**src/rtl/s2p_pkg.sv**
```systemverilog
// Shared constants and FSM state encoding for the serial-to-parallel frame receiver.
package s2p_pkg;

    localparam int unsigned S2P_DATA_W = 8;

    typedef enum logic [2:0] {
        ST_IDLE   = 3'd0,
        ST_DATA   = 3'd1,
        ST_PARITY = 3'd2,
        ST_STOP   = 3'd3,
        ST_BREAK  = 3'd4
    } s2p_state_e;

endpackage

```
**src/rtl/s2p_shift.sv**
```systemverilog
// LSB-first deserialising shift register: new bits enter at the MSB and walk down,
// so after WIDTH shifts the first received bit sits in bit 0.
module s2p_shift #(
    parameter int unsigned WIDTH = 8
) (
    input  logic             clk,
    input  logic             reset,
    input  logic             clr_i,
    input  logic             shift_i,
    input  logic             bit_i,
    output logic [WIDTH-1:0] data_o
);

    logic [WIDTH-1:0] data_q;

    always_ff @(posedge clk or negedge reset) begin
        if (!reset) begin
            data_q <= '0;
        end else if (clr_i) begin
            data_q <= '0;
        end else if (shift_i) begin
            data_q <= {bit_i, data_q[WIDTH-1:1]};
        end
    end

    assign data_o = data_q;

endmodule

```
**src/rtl/s2p_frame_ctrl.sv**
```systemverilog
// Serial frame receiver: start bit, DATA_W data bits LSB-first, optional even parity,
// stop bit; delivers words over a valid/ready handshake with error/overrun pulses.
module s2p_frame_ctrl
    import s2p_pkg::*;
#(
    parameter int unsigned DATA_W    = S2P_DATA_W,
    parameter int unsigned PARITY_EN = 0
) (
    input  logic              clk,
    input  logic              reset,
    input  logic              ser_in,
    input  logic              en,
    input  logic              out_ready,
    output logic [DATA_W-1:0] par_out,
    output logic              out_valid,
    output logic              frame_err,
    output logic              parity_err,
    output logic              overrun,
    output logic              busy
);

    localparam int unsigned CNT_W = $clog2(DATA_W + 1);

    s2p_state_e        state_q, state_d;
    logic [CNT_W-1:0]  cnt_q, cnt_d;
    logic              bad_q, bad_d;
    logic [DATA_W-1:0] par_q, par_d;
    logic              valid_q, valid_d;
    logic              ferr_q, ferr_d;
    logic              perr_q, perr_d;
    logic              ovr_q, ovr_d;
    logic              busy_q, busy_d;

    logic              sh_clr;
    logic              sh_shift;
    logic              commit;
    logic              hs;
    logic [DATA_W-1:0] sh_data;

    s2p_shift #(
        .WIDTH (DATA_W)
    ) u_shift (
        .clk     (clk),
        .reset   (reset),
        .clr_i   (sh_clr),
        .shift_i (sh_shift),
        .bit_i   (ser_in),
        .data_o  (sh_data)
    );

    always_ff @(posedge clk or negedge reset) begin
        if (!reset) begin
            state_q <= ST_IDLE;
            cnt_q   <= '0;
            bad_q   <= 1'b0;
            par_q   <= '0;
            valid_q <= 1'b0;
            ferr_q  <= 1'b0;
            perr_q  <= 1'b0;
            ovr_q   <= 1'b0;
            busy_q  <= 1'b0;
        end else begin
            state_q <= state_d;
            cnt_q   <= cnt_d;
            bad_q   <= bad_d;
            par_q   <= par_d;
            valid_q <= valid_d;
            ferr_q  <= ferr_d;
            perr_q  <= perr_d;
            ovr_q   <= ovr_d;
            busy_q  <= busy_d;
        end
    end

    // Frame sequencing only advances on enabled edges; the handshake does not depend on en.
    always_comb begin
        state_d  = state_q;
        cnt_d    = cnt_q;
        bad_d    = bad_q;
        par_d    = par_q;
        valid_d  = valid_q;
        ferr_d   = 1'b0;
        perr_d   = 1'b0;
        ovr_d    = 1'b0;
        sh_clr   = 1'b0;
        sh_shift = 1'b0;
        commit   = 1'b0;
        hs       = valid_q & out_ready;

        if (en) begin
            unique case (state_q)
                ST_IDLE: begin
                    if (!ser_in) begin
                        state_d = ST_DATA;
                        cnt_d   = '0;
                        bad_d   = 1'b0;
                        sh_clr  = 1'b1;
                    end
                end
                ST_DATA: begin
                    sh_shift = 1'b1;
                    if (cnt_q == CNT_W'(DATA_W - 1)) begin
                        cnt_d   = '0;
                        state_d = (PARITY_EN != 0) ? ST_PARITY : ST_STOP;
                    end else begin
                        cnt_d = cnt_q + CNT_W'(1);
                    end
                end
                ST_PARITY: begin
                    if (ser_in != (^sh_data)) begin
                        perr_d = 1'b1;
                        bad_d  = 1'b1;
                    end
                    state_d = ST_STOP;
                end
                ST_STOP: begin
                    if (ser_in) begin
                        commit  = ~bad_q;
                        state_d = ST_IDLE;
                    end else begin
                        ferr_d  = 1'b1;
                        state_d = ST_BREAK;
                    end
                end
                ST_BREAK: begin
                    if (ser_in) begin
                        state_d = ST_IDLE;
                    end
                end
                default: state_d = ST_IDLE;
            endcase
        end

        // A commit only lands if the output slot is free or being emptied on this edge.
        if (commit) begin
            if (!valid_q || hs) begin
                par_d   = sh_data;
                valid_d = 1'b1;
            end else begin
                ovr_d = 1'b1;
            end
        end else if (hs) begin
            valid_d = 1'b0;
        end

        busy_d = (state_d != ST_IDLE);
    end

    assign par_out    = par_q;
    assign out_valid  = valid_q;
    assign frame_err  = ferr_q;
    assign parity_err = perr_q;
    assign overrun    = ovr_q;
    assign busy       = busy_q;

endmodule

```
**config.mk**
```make
export PLATFORM = sky130hd
export DESIGN_NAME = s2p_frame_ctrl
export DESIGN_NICKNAME = d
export VERILOG_FILES = /design/src/rtl/s2p_pkg.sv /design/src/rtl/s2p_shift.sv /design/src/rtl/s2p_frame_ctrl.sv
export SDC_FILE = /design/constraint.sdc
export NUM_CORES = 1
export LEC_CHECK = 0
export ABC_AREA = 1
export CORE_MARGIN = 5
export CORE_UTILIZATION = 40
export CTS_CLUSTER_DIAMETER = 120
export DETAILED_ROUTE_END_ITERATION = 12
export DONT_BUFFER_PORTS = 1
export SLEW_MARGIN = 10
export SYNTH_ARGS = -nofsm -noshare
export SYNTH_HDL_FRONTEND = slang
export SYNTH_SLANG_ARGS = --single-unit
export TNS_END_PERCENT = 5
```
**constraint.sdc**
```tcl
create_clock -name clk -period 2.1 [get_ports clk]
set_input_delay 0.42 -clock clk [delete_from_list [all_inputs] [get_ports clk]]
set_output_delay 0.42 -clock clk [all_outputs]
set_load 0.02 [all_outputs]
```
# Word level (Yosys, flattened, before mapping)
# Index checks and enable logic that the tools add are counted.
dict set report word_totals {
  out_inout_bits 13
  input_bits 5
  regBits 29
  elab_cells 67
}
dict set report op_classes {
  n_bitwise 2
  muxes 32
  n_reduce_logical 13
  n_addsub 1
  n_eq_ne 9
}
# operator count
set ops {}
lappend ops {{$mux 1} 20}
lappend ops {{$mux 8} 2}
lappend ops {{$mux 3} 5}
lappend ops {{$pmux 3 s5} 1}
lappend ops {{$mux 4} 2}
lappend ops {{$pmux 4 s2} 1}
lappend ops {{$reduce_bool 2->1} 4}
lappend ops {{$reduce_xor 8->1} 1}
lappend ops {{$eq 3x2->1 const B} 2}
lappend ops {{$add 4x1->4 const B} 1}
lappend ops {{$eq 4x3->1 const B} 1}
lappend ops {{$ne 2x2->1 const B} 2}
lappend ops {{$reduce_and 2->1} 2}
lappend ops {{$reduce_and 4->1} 1}
lappend ops {{$eq 3x1->1 const B} 1}
lappend ops {{$eq 3x3->1 const B} 1}
lappend ops {{$logic_not 3->1} 1}
lappend ops {{$reduce_and 3->1} 1}
lappend ops {{$reduce_bool 3->1} 1}
lappend ops {{$ne 2x1->1 const B} 1}
lappend ops {{$pmux 1 s2} 1}
lappend ops {{$and 1x1->1} 1}
lappend ops {{$logic_not 1->1} 1}
lappend ops {{$logic_or 1x1->1} 1}
lappend ops {{2 further kinds} 2}

# Logic depth before layout (Yosys ltp)
dict set report depth {
  word_depth 6
  mapped_depth 12
  mapped_depth_nobuf 12
}

# Hierarchy
# From an unflattened synthesis, not the netlist that was laid out.
dict set report unflattened {
  hier_cells 188
  hier_area_um2 1507.7
}
# mod instances area_each_um2 cells_per_inst
set modules_own_cells {}
lappend modules_own_cells {s2p_frame_ctrl 1 1172.4 153}
lappend modules_own_cells {s2p_shift 1 335.3 35}

# Worst setup path before layout
# No wires, ideal clock.
dict set report synth_path {
  path_kind {register -> register}
  startpoint {register state_q[1]}
  endpoint {register cnt_q[2]}
  required_ps 1977
  path_slack_ps 686
  synth_period_minus_slack_ps 1414
  path_stages_with_launch 10
  t_arrival_ps 1291
  path_buffers 0
  cell_sequence {dfrtp_1 -> nor2_1 -> inv_1 -> or2_4 -> nor2_4 -> nand2_4 -> o21ai_4 -> nand2_1 -> o21ai_0 -> a21oi_1}
}
dict set report synth_via {
  elab_chain_len 3
  elab_cells_between_ends 6
  classes_between {2 x eq/ne; 1 x mux; 3 x reduce/logical}
}
# item line
set synth_lines {}
lappend synth_lines {{start, declared} s2p_frame_ctrl.sv:24} ;# s2p_state_e state_q, state_d;
lappend synth_lines {{start signal, assigned} s2p_frame_ctrl.sv:63} ;# state_q <= state_d;
lappend synth_lines {{$eq 3x1->1 / $logic_not 3->1 (equally long branches)} s2p_frame_ctrl.sv:91} ;# unique case (state_q)
lappend synth_lines {{$reduce_bool 2->1 (no line) / $ne 2x2->1 (equally long branches)} --}
lappend synth_lines {{$reduce_and 3->1 (no line)} --}
lappend synth_lines {{end signal, assigned} s2p_frame_ctrl.sv:64} ;# cnt_q <= cnt_d;
lappend synth_lines {{end, declared} s2p_frame_ctrl.sv:25} ;# logic [CNT_W-1:0] cnt_q, cnt_d;
# Several ways; a longest one is shown, not always the timed one.
# A chain may end at the register's enable or synchronous reset.

# Worst setup path after layout
# Same ends and word-level chain as after synthesis.

==> flow_summary.yaml <==
logic_synthesis:
  ys_seq_area_frac: 0.479
  syn_area_sq_mm: 0.00151
  ys_ff_latch: 29
  synth_nets: 203
  yosys_warnings: 0
  synthTopCellsByArea: "dfrtp_1 48%, nand2_1 16%, inv_1 6.9%"
  syn_area_per_cell_sq_um: 7.69
  syn_inst: 197
  synth_cell_type_count: 23
  synth_top_cell_by_area: "dfrtp_1"
  synth_top_area_frac: 0.479
run_status:
  status: "completed"
global_route:
  antenna_found_initial: 0
  grt_remaining_overflow: 0
  grt_pass1_wl_mm: 5.43
  grt_max_degree: 30
  grt_pass1_vias: 1181
  grtUsageTotal: 0.134
worst_setup_path:
  cp_slowest_cell: "dfrtp_1"
  critPathBufInv: 1
  crit_type: "register to register"
  worstPathMaxFanout: 15
  crit_family: "simple AND/OR/NAND/NOR gates"
  crit_required_ns: 2.27
  crit_arrival_ns: 1.82
  cp-endpoint: "cnt_q[2]"
  path_depth: 9
  r2r_start: "state_q[1]"
  regToRegEndpoint: "cnt_q[2]"
  cp-start-kind: "register"
  crit_start: "state_q[1]"
  rr_worst_depth: 9
  cp_cell_sequence: "nor2_1 > inv_1 > or2_4 > nor2_4 > nand2_4 > o21ai_4 > nand2_1 > o21ai_0 > a21oi_1"
  r2r_setup_slack_ns: 0.45
  end_kind: "register"
  max_stage_delay_ns: 0.41
power:
  power_density_mw_per_mm2: 1300
  leakagePower_nw: 0.861
  power.internal_mw: 1.24
  p_comb_frac: 0.382
  p_sw_frac: 0.430
  clock_power_share: 0.200
  vdd_drop_max_mv: 0.615
  power_frac_seq: 0.418
  p_switching_mw: 0.932
placed_design:
  place_hpwl_mm: 2.22
  place.gp.congestion: 0.779
  port_buffers: 0
  pre_cts_ws_ns: 0.443
  dp_cells: 242
drt:
  wl_mm: 2.91
  avgViaCountPerCell: 4.81
  wl_met1_mm: 1.36
  wl_per_cell_um: 11.5
  num_vias: 1211
  highest_layer: "met4"
  drt_iter0_markers: 100
  wl_met3_um: 158
  drt_pre_antenna_iters: 4
  ant_nets: 0
  route.detailed.drc: 0
  wl_met2_mm: 1.33
timing:
  worstMarginPinSlew_ns: 0.386
  fin_setup_tns_ns: 0
  slew_viol_final: 0
  skew_ns: 0.00396
  hold_violations: 0
  fmax_mhz: 605
  max_slew_margin: 0.742
  period_needed_ns: 1.65
  finalSetupViolCount: 0
  grt_setup_unrepaired: "no"
  post-route-period-util: 0.787
  fin_ws_ns: 0.447
cells_and_area:
  drive_above_1_share: 0.0931
  nNetsFinal: 209
  area_growth_pct: 10.0
  final_cells: 252
  postLayoutCoreUtil: 0.455
  diodes: 0
clocking:
  cts.sinks: 29
  post-cts-setup-buffers: 0
  cts_tree: "yes"
  cts_resized: 0
  ctsHtreeMaxLevel: 2
  clock_path_buffers: 2
  root_buffer: "clkbuf_8"
  clock_latency_ns: 0.28
  path_clk_slew_ns: 0.06
  cts_buffers: 5
run:
  maxCapViolCount: 0
die:
  chipHeight_um: 71.5
  dieWidth_um: 71.5
  io_pins: 18
  die-area_sq_mm: 0.00512
  initial_utilization: 0.414
  rows: 22
  core_sq_mm: 0.00366
min_path:
  min_path_type: "input pin to register"
==> cells in the mapped netlist <==
cell type,n
ha_1,1
o21ai_1,7
a21oi_2,2
nor2_4,1
nor3_2,3
nand2_4,1
a21oi_1,2
or2_4,1
nor2_1,12
dfrtp_1,29
nand4_2,1
o21ai_4,1
nor3_1,2
inv_1,28
buf_6,1
buf_4,1
nand2_1,66
o21a_1,1
nand4_1,1
nand3_1,16
o31ai_1,1
o21ai_0,17
buf_2,2
==> worst min path at each step <==
stage	start	endpoint	slack, ns	depth (start not counted)
after floorplan	reset	bad_q	0.12	0
after global placement	reset	u_shift.data_o[1]	0.13	0
after detailed placement	reset	u_shift.data_o[3]	0.13	0
after CTS	ser_in	u_shift.data_o[7]	0.26	2
after global routing	ser_in	u_shift.data_o[7]	0.26	2
final	ser_in	u_shift.data_o[7]	0.27	2
==> logic make-up after synthesis <==
| kind of cell | Yosys count | synth area share |
|---|---|---|
| buffers and inverters | 32 | 0.0884 |
| and+or+nand+nor | 104 | 0.306 |
| AOI/OAI and AO/OA | 31 | 0.118 |
| DFF | 29 | 0.479 |
| adders and majority gates | 1 | 0.00826 |
==> routing by layer <==
metal  GRT usage  up-vias
met4      0.0501        0
met2       0.210       31
met3      0.0407        5
li1            -      637
met1       0.174      538
met5           0        -
==> flip-flops by register name, indices dropped and copies added (netlist names) <==
name            flops
bad_q               1
busy                1
cnt_q               4
frame_err           1
out_valid           1
overrun             1
par_out             8
parity_err          1
state_q             3
u_shift.data_o      8
==> power by group through the flow <==
stage / Clock [mW] / Sequential [mW] / Combinational, mW
floorplan: 0 / 0.877 / 0.697
global placement: 0 / 0.915 / 0.812
detailed placement: 0 / 0.917 / 0.821
CTS: 0.449 / 0.906 / 0.842
global route: 0.476 / 0.930 / 0.975
finish: 0.434 / 0.907 / 0.829
==> worst reg2reg max path: stages, from the launching register on <==
cell and delay, ns:
dfrtp_1 0.41, nor2_1 0.11, inv_1 0.05, or2_4 0.24, nor2_4 0.11, nand2_4 0.10
o21ai_4 0.16, nand2_1 0.11, o21ai_0 0.18, a21oi_1 0.06
==> final cells by class <==
class / instances / area [sq um]
fillers: 361 / 2000
flip-flops and latches: 29 / 726
inverters: 28 / 105
clock buffers: 6 / 72.6
repair buffers: 3 / 37.5
clock inverters: 2 / 10.0
multi-input cells: 136 / 654
well taps: 48 / 60.1
==> placed cells by master (no fill, tap or decap), drive strengths merged <==
master        n
nand4         2
dfrtp        29
clkinv        2
a21oi         4
o31ai         1
o21ai        25
dlygate4sd3   1
nor2         13
nand2        67
nand3        16
or2           1
clkbuf        6
inv          28
nor3          5
buf           2
o21a          1
ha            1
==> timing repair <==
action | 4_1_cts | 5_1_grt
setup endpoints to repair | 0 | 0
hold buffers | 2 | 0
endpoints found under the hold margin | 29 | 0
==> stage by stage <==
step | instance area, sq um | hold WS, ns | power, mW
final | 1670 | 0.266 | 2.17
after global placement | 1550 | 0.126 | 1.73
after CTS | 1670 | 0.256 | 2.20
after floorplan | 1510 | 0.124 | 1.57
after global routing | 1670 | 0.257 | 2.38
after detailed placement | 1550 | 0.126 | 1.74
No activity file was read; power rests on OpenSTA's default activity.
